===== config.mk =====
export PLATFORM = sky130hd
export DESIGN_NAME = intr_responder
export DESIGN_NICKNAME = d
export VERILOG_FILES = /design/src/rtl/intr_responder.sv
export SDC_FILE = /design/constraint.sdc
export NUM_CORES = 1
export LEC_CHECK = 0
export CAP_MARGIN = 25
export CELL_PAD_IN_SITES_DETAIL_PLACEMENT = 1
export CELL_PAD_IN_SITES_GLOBAL_PLACEMENT = 1
export CORE_MARGIN = 5
export CORE_UTILIZATION = 24
export DETAILED_ROUTE_END_ITERATION = 10
export GPL_TIMING_DRIVEN = 0
export PLACE_DENSITY = 0.76
export REMOVE_ABC_BUFFERS = 1
export SYNTH_ARGS = -nofsm -noshare
export SYNTH_HDL_FRONTEND = slang
export SYNTH_SLANG_ARGS = --single-unit

===== constraint.sdc =====
create_clock -name clk -period 1.95 [get_ports clk]
set_input_delay 0.2925 -clock clk [delete_from_list [all_inputs] [get_ports clk]]
set_output_delay 0.2925 -clock clk [all_outputs]
set_load 0.01 [all_outputs]

===== src/rtl/intr_responder.sv =====
// CPU-side interrupt responder: takes prioritised requests, stacks EPC/level, returns on ERET.
// Define INTR_NESTED_EN for nested preemption up to DEPTH levels; otherwise single-level service.
module intr_responder #(
  parameter int unsigned WIDTH = 32,
  parameter int unsigned DEPTH = 3
) (
  input  logic             clk,
  input  logic             rst,
  input  logic             IntR,
  input  logic [1:0]       IntNo,
  input  logic [WIDTH-1:0] IntAddr,
  input  logic [WIDTH-1:0] pc_next,
  input  logic             eret,
  input  logic             halt,
  output logic             redirect_en,
  output logic [WIDTH-1:0] redirect_pc,
  output logic [2:0]       ack,
  output logic [1:0]       cur_level,
  output logic             ie
);

`ifdef INTR_NESTED_EN
  localparam bit NESTED = 1'b1;
`else
  localparam bit NESTED = 1'b0;
`endif

  localparam int unsigned EFF_DEPTH = NESTED ? ((DEPTH == 0) ? 1 : DEPTH) : 1;
  localparam int unsigned SP_W      = $clog2(EFF_DEPTH + 1);
  localparam int unsigned IDX_W     = (EFF_DEPTH > 1) ? $clog2(EFF_DEPTH) : 1;

  logic [1:0]       r_cur_level;
  logic [SP_W-1:0]  r_sp;
  logic [WIDTH-1:0] r_stk_epc [EFF_DEPTH];
  logic [1:0]       r_stk_lvl [EFF_DEPTH];

  logic             w_ie;
  logic             w_take;
  logic             w_ret;
  logic [IDX_W-1:0] w_push_idx;
  logic [IDX_W-1:0] w_pop_idx;
  logic [SP_W-1:0]  w_sp_nxt;
  logic [1:0]       w_lvl_nxt;

  // Take/return decision, same-cycle redirect and ack, and next stack state
  always_comb begin
    w_ie        = 1'b0;
    w_take      = 1'b0;
    w_ret       = 1'b0;
    w_push_idx  = '0;
    w_pop_idx   = '0;
    w_sp_nxt    = r_sp;
    w_lvl_nxt   = r_cur_level;
    redirect_en = 1'b0;
    redirect_pc = '0;
    ack         = 3'b000;

    w_ie       = (r_sp < SP_W'(EFF_DEPTH));
    w_push_idx = IDX_W'(r_sp);
    if (r_sp != '0) begin
      w_pop_idx = IDX_W'(r_sp - SP_W'(1));
    end

    // ERET has priority: a colliding request stays pending at its source
    w_ret  = ~rst & eret & (r_sp != '0);
    w_take = ~rst & IntR & (IntNo > r_cur_level) & w_ie & ~halt & ~eret
             & (NESTED | (r_cur_level == 2'd0));

    if (w_take) begin
      redirect_en              = 1'b1;
      redirect_pc              = IntAddr;
      ack[IntNo - 2'd1]        = 1'b1;
      w_sp_nxt                 = r_sp + SP_W'(1);
      w_lvl_nxt                = IntNo;
    end else if (w_ret) begin
      redirect_en              = 1'b1;
      redirect_pc              = r_stk_epc[w_pop_idx];
      w_sp_nxt                 = r_sp - SP_W'(1);
      w_lvl_nxt                = r_stk_lvl[w_pop_idx];
    end
  end

  always_ff @(posedge clk) begin
    if (rst) begin
      r_sp        <= '0;
      r_cur_level <= 2'd0;
    end else begin
      r_sp        <= w_sp_nxt;
      r_cur_level <= w_lvl_nxt;
    end
  end

  // Stack contents need no reset: sp=0 makes every entry unreachable
  always_ff @(posedge clk) begin
    if (w_take) begin
      r_stk_epc[w_push_idx] <= pc_next;
      r_stk_lvl[w_push_idx] <= r_cur_level;
    end
  end

  assign cur_level = r_cur_level;
  assign ie        = w_ie;

endmodule


* Word-level counts from Yosys, hierarchy flattened
Memories as Yosys holds them, arrays and structs flattened.
Index checks and enable logic that the tools add are counted.
** Storage, ports and cells
- Bits in writable memories :: 34
- Memories :: 2
- Word-level logic and storage cells :: 38
- Output and inout bits :: 39
- Register bits :: 3
** Cells by class
- $lt $le $gt $ge :: 4
- Muxes and demuxes :: 13
- Reduce and logical (&&, ||, !) cells :: 3
- $add $sub $neg :: 3
- Bitwise logic cells :: 11
** Memory list
- r_stk_epc :: depth 1, bits a word 32, rd ports 1, clocked after memory_dff 0, write ports 1, line 34 : logic [WIDTH-1:0] r_stk_epc [EFF_DEPTH];
- r_stk_lvl :: depth 1, bits a word 2, rd ports 1, clocked after memory_dff 0, write ports 1, line 35 : logic [1:0] r_stk_lvl [EFF_DEPTH];
** Operators by type and width (count)
- $mux 32 :: 2
- $and 1x1->1 :: 8
- $mux 1 :: 7
- $mux 2 :: 2
- $lt 2x3->1 const B :: 1
- $mux 3 :: 1
- $not 1->1 :: 3
- $demux 1 s2 :: 1
- $ge 2x1->1 const B :: 1
- $gt 2x2->1 :: 1
- $logic_not 2->1 :: 1
- $reduce_bool 2->1 :: 1
- $sub 2x1->2 const B :: 1
- $add 1x1->1 const B :: 1
- $logic_and 1x1->1 :: 1
- $lt 1x1->1 const B :: 1
- $sub 1x1->1 const B :: 1

* Logic depth before layout (Yosys ltp)
- Depth after elaboration :: 9
- Depth in mapped cells :: 7
- Mapped depth without buffers :: 5

* Worst setup path after synthesis
No wires, ideal clock.
- Kind :: register to output
- From :: register r_cur_level[1], in the netlist cur_level[1]
- To :: output redirect_pc[20]
- Arrival time :: 1746 ps
- Path slack :: -89 ps
- Buffers on the path :: 2
- Stages on the path, launching flop included :: 8
- Data required time :: 1657 ps
- Cells stage by stage :: dfxtp_1 inv_1 ha_1 nor2b_1 o2111a_1 buf_6 buf_12 a22o_1
** Between the ends
- Cells in the longest elaborated chain, start to end :: 7
** Ends and longest elaborated chain
- start, declared :: line 32 : logic [1:0] r_cur_level;
- start signal, assigned :: line 89 : r_cur_level <= w_lvl_nxt;
- $gt 2x2->1 :: line 66 : w_take = ~rst & IntR & (IntNo > r_cur_level) & w_ie & ~halt & ~eret
- $and 1x1->1 (4 in series) :: line 66
- $and 1x1->1 (*) :: line 67 : & (NESTED | (r_cur_level == 2'd0));
- named net w_take :: line 38 : logic w_take;
- $mux 32 (*) :: line 69 : if (w_take) begin
- end, declared :: line 16 : output logic [WIDTH-1:0] redirect_pc,
The timed path passes the listed nets; every way through them passes the cells marked *.

* Final worst setup path
- From :: register r_cur_level[1], in the netlist cur_level[1]
- To :: output redirect_en
** Between the ends
- Cells in the longest elaborated chain, start to end :: 7
** Ends and longest elaborated chain
- $gt 2x2->1 :: line 66
- $and 1x1->1 (4 in series) :: line 66
- $and 1x1->1 (*) :: line 67
- $mux 1 (*) :: line 69
- end, declared :: line 15 : output logic redirect_en,
Mark *: on every way between the ends. The rest lies on a longest branch, timed or not.

==> metrics.csv <==
metric,value,unit
status,finished with violations,
failed_checks,negative setup slack,
clk_path_buf_depth,2,
grt.total_usage,0.1371,
p_int,1575,uW
maxCapViolCount,0,
pwr_density_cell,621.2,nW/um^2
final.min_clock_period,2323,ps
setup_viol,37,
antenna_left,0,
cts-htree-levels,2,
placed_cell_area,2781,um^2
end_kind,primary output,
drive_gt1_frac,0.3760,
insertion_delay,290,ps
clkPwrFrac,0.403,
timing.final.crit_share,1.191,
grt_max_degree,21,
critPathArrivalTime,2030,ps
gp_congestion,0.7332,
drt_iter0_drc,28,
final_nets,314,
cp_max_fo,6,
cts_tree,built,
syn_area,1645,um^2
power.leakage,0.001262,uW
max_slew_margin,0.7277,
critPathKind,flop to primary output,
grt_pass1_vias,1590,
min_path_type,primary input to flop,
dpl.hpwl,3903,um
final_cell_mix,"clkdlybuf4s50_1 (70), edfxtp_1 (34), a22o_1 (32), buf_2 (31), buf_4 (19)",
cts_made_buffers,5,
vdd_drop_max,0.0003009,V
io_pins,110,
drt-total-wl,6158,um
synthDistinctLibCells,21,
ys_seq_area_frac,0.6570,
synth_top_area_share,0.6205,
finalHoldViolCount,0,
core-area,6719,um^2
synthCells,102,
grt_pass1_wl,8970,um
cts_hold_buf,0,
die_x,92.80,um
path_clk_slew,80,ps
hold-worst-slack,447.0,ps
layout_commonest_cell,clkdlybuf4s50_1,
antenna_found_initial,0,
start_util,0.2449,
via_per_inst,4.671,
tightest_slew,408.5,ps
cts_root_buffer,clkbuf_8,
final_area,3136,um^2
synthTopCellsByArea,"edfxtp_1 (62%), a22o_1 (17%), buf_12 (3.7%)",
dr.pass1.iters,4,
drc,0,
rsz0062_at_grt,yes,
finish.utilization,0.4667,
synth_area_per_cell,16.13,um^2
insertedDiodeCount,0,
dieHeight,92.80,um
yosys_warnings,0,
area.growth.synth_to_final,90.57,%
cp-start-kind,flop,
async_reset_ff_frac,0,
fmax,430.5,MHz
required,1660,ps
worst_slack,-372.8,ps
p_switching,372.9,uW
rows,30,
yosys_register_bits,37,
fin_tns_setup,-11570,ps
synth_area_leader_cell,edfxtp_1,
post_drt_wl_per_cell,19.12,um
synth_edf_count,34,
sw_frac_of_total,0.1915,
combPwrFrac,0.144,
portBuffers,109,
seq_power_share,0.453,
dieArea,8612,um^2
ys.flop_type,edfxtp_1,
gr-total-overflow,0,
skew,4.613,ps
final_max_slew_viol_count,0,
total_power,1948,uW
num_vias,1504,
cts.sinks,37,
[kinds of logic after synthesis]
family | synth area share
compound gates | 0.2084
simple gates | 0.04487
flops | 0.6570
mux | 0.01217
buf+inv | 0.06236
fa+ha+maj | 0.01521
[through the flow]
stage                     cells  setup WS [ps]
after global placement      283          -2537
after CTS                   318         -370.6
after floorplan              94          -1161
after global routing        322         -433.2
final                       322         -372.8
after detailed placement    285          -1455
[critical path, cell delays in order (launching register included)]
cell and delay, ps:
dfxtp_4 370, inv_4 40, ha_4 230, nor2b_4 130
o2111a_2 260, buf_6 120, buf_6 120, buf_16 130
or2_4 220, buf_6 120
[per-layer routing]
metal / share of wire / track usage / wire, um / vias up
li1: - / - / - / 698
met5: 0 / 0 / 0 / -
met3: 0.095 / 0.05605 / 582 / 4
met1: 0.39 / 0.1589 / 2388 / 727
met2: 0.51 / 0.2406 / 3161 / 75
met4: 0.0041 / 0.02198 / 25 / 0
[final timing paths]
| kind | startpoint | to | slack [ps] | depth (start not counted) |
|---|---|---|---|---|
| hold / removal | rst | cur_level[1] | 450 | 2 |
| hold reg to reg | cur_level[0] | r_stk_lvl[0][0] | 550 | 0 |
| setup / recovery | cur_level[1] | redirect_en | -370 | 9 |
| setup reg to reg | cur_level[1] | cur_level[0] | -180 | 13 |
[cell usage after synthesis, types with 2 or more instances]
cell type and count:
buf_2 4, ha_1 2, a21boi_0 2, nor2_1 4
edfxtp_1 34, buf_12 3, a22o_1 32, dfxtp_1 3
mux2i_1 2, o2111ai_1 2, inv_1 3, a21oi_1 2
[power by group through the flow]
stage	Clock (uW)	Sequential, uW	Combinational, uW
after floorplan	0	901	44.8
after global placement	0	901	222
after detailed placement	0	901	230
after CTS	802	882	267
after global routing	851	883	296
final	786	882	280
[timing repair]
action,4_1_cts,5_1_grt
gates resized for setup,177,6
cloned,4,0
endpoints found under the setup margin,72,53
pin swaps,14,10
buffers inserted,21,6
[layout make-up]
| class | count | area [um^2] |
|---|---|---|
| Sequential cell | 37 | 1086 |
| Clock inverter | 3 | 65.06 |
| Inverter | 3 | 13.76 |
| Timing Repair Buffer | 139 | 1254 |
| Clock buffer | 5 | 68.82 |
| Tap cell | 80 | 100.1 |
| Fill cell | 694 | 3583 |
| Multi-Input combinational cell | 55 | 548.0 |
[registers in the layout, summed over array words and instances (netlist names)]
register,count
r_sp,1
r_stk_lvl,2
r_stk_epc,32
cur_level,2
(Power assumes the default switching activity.)
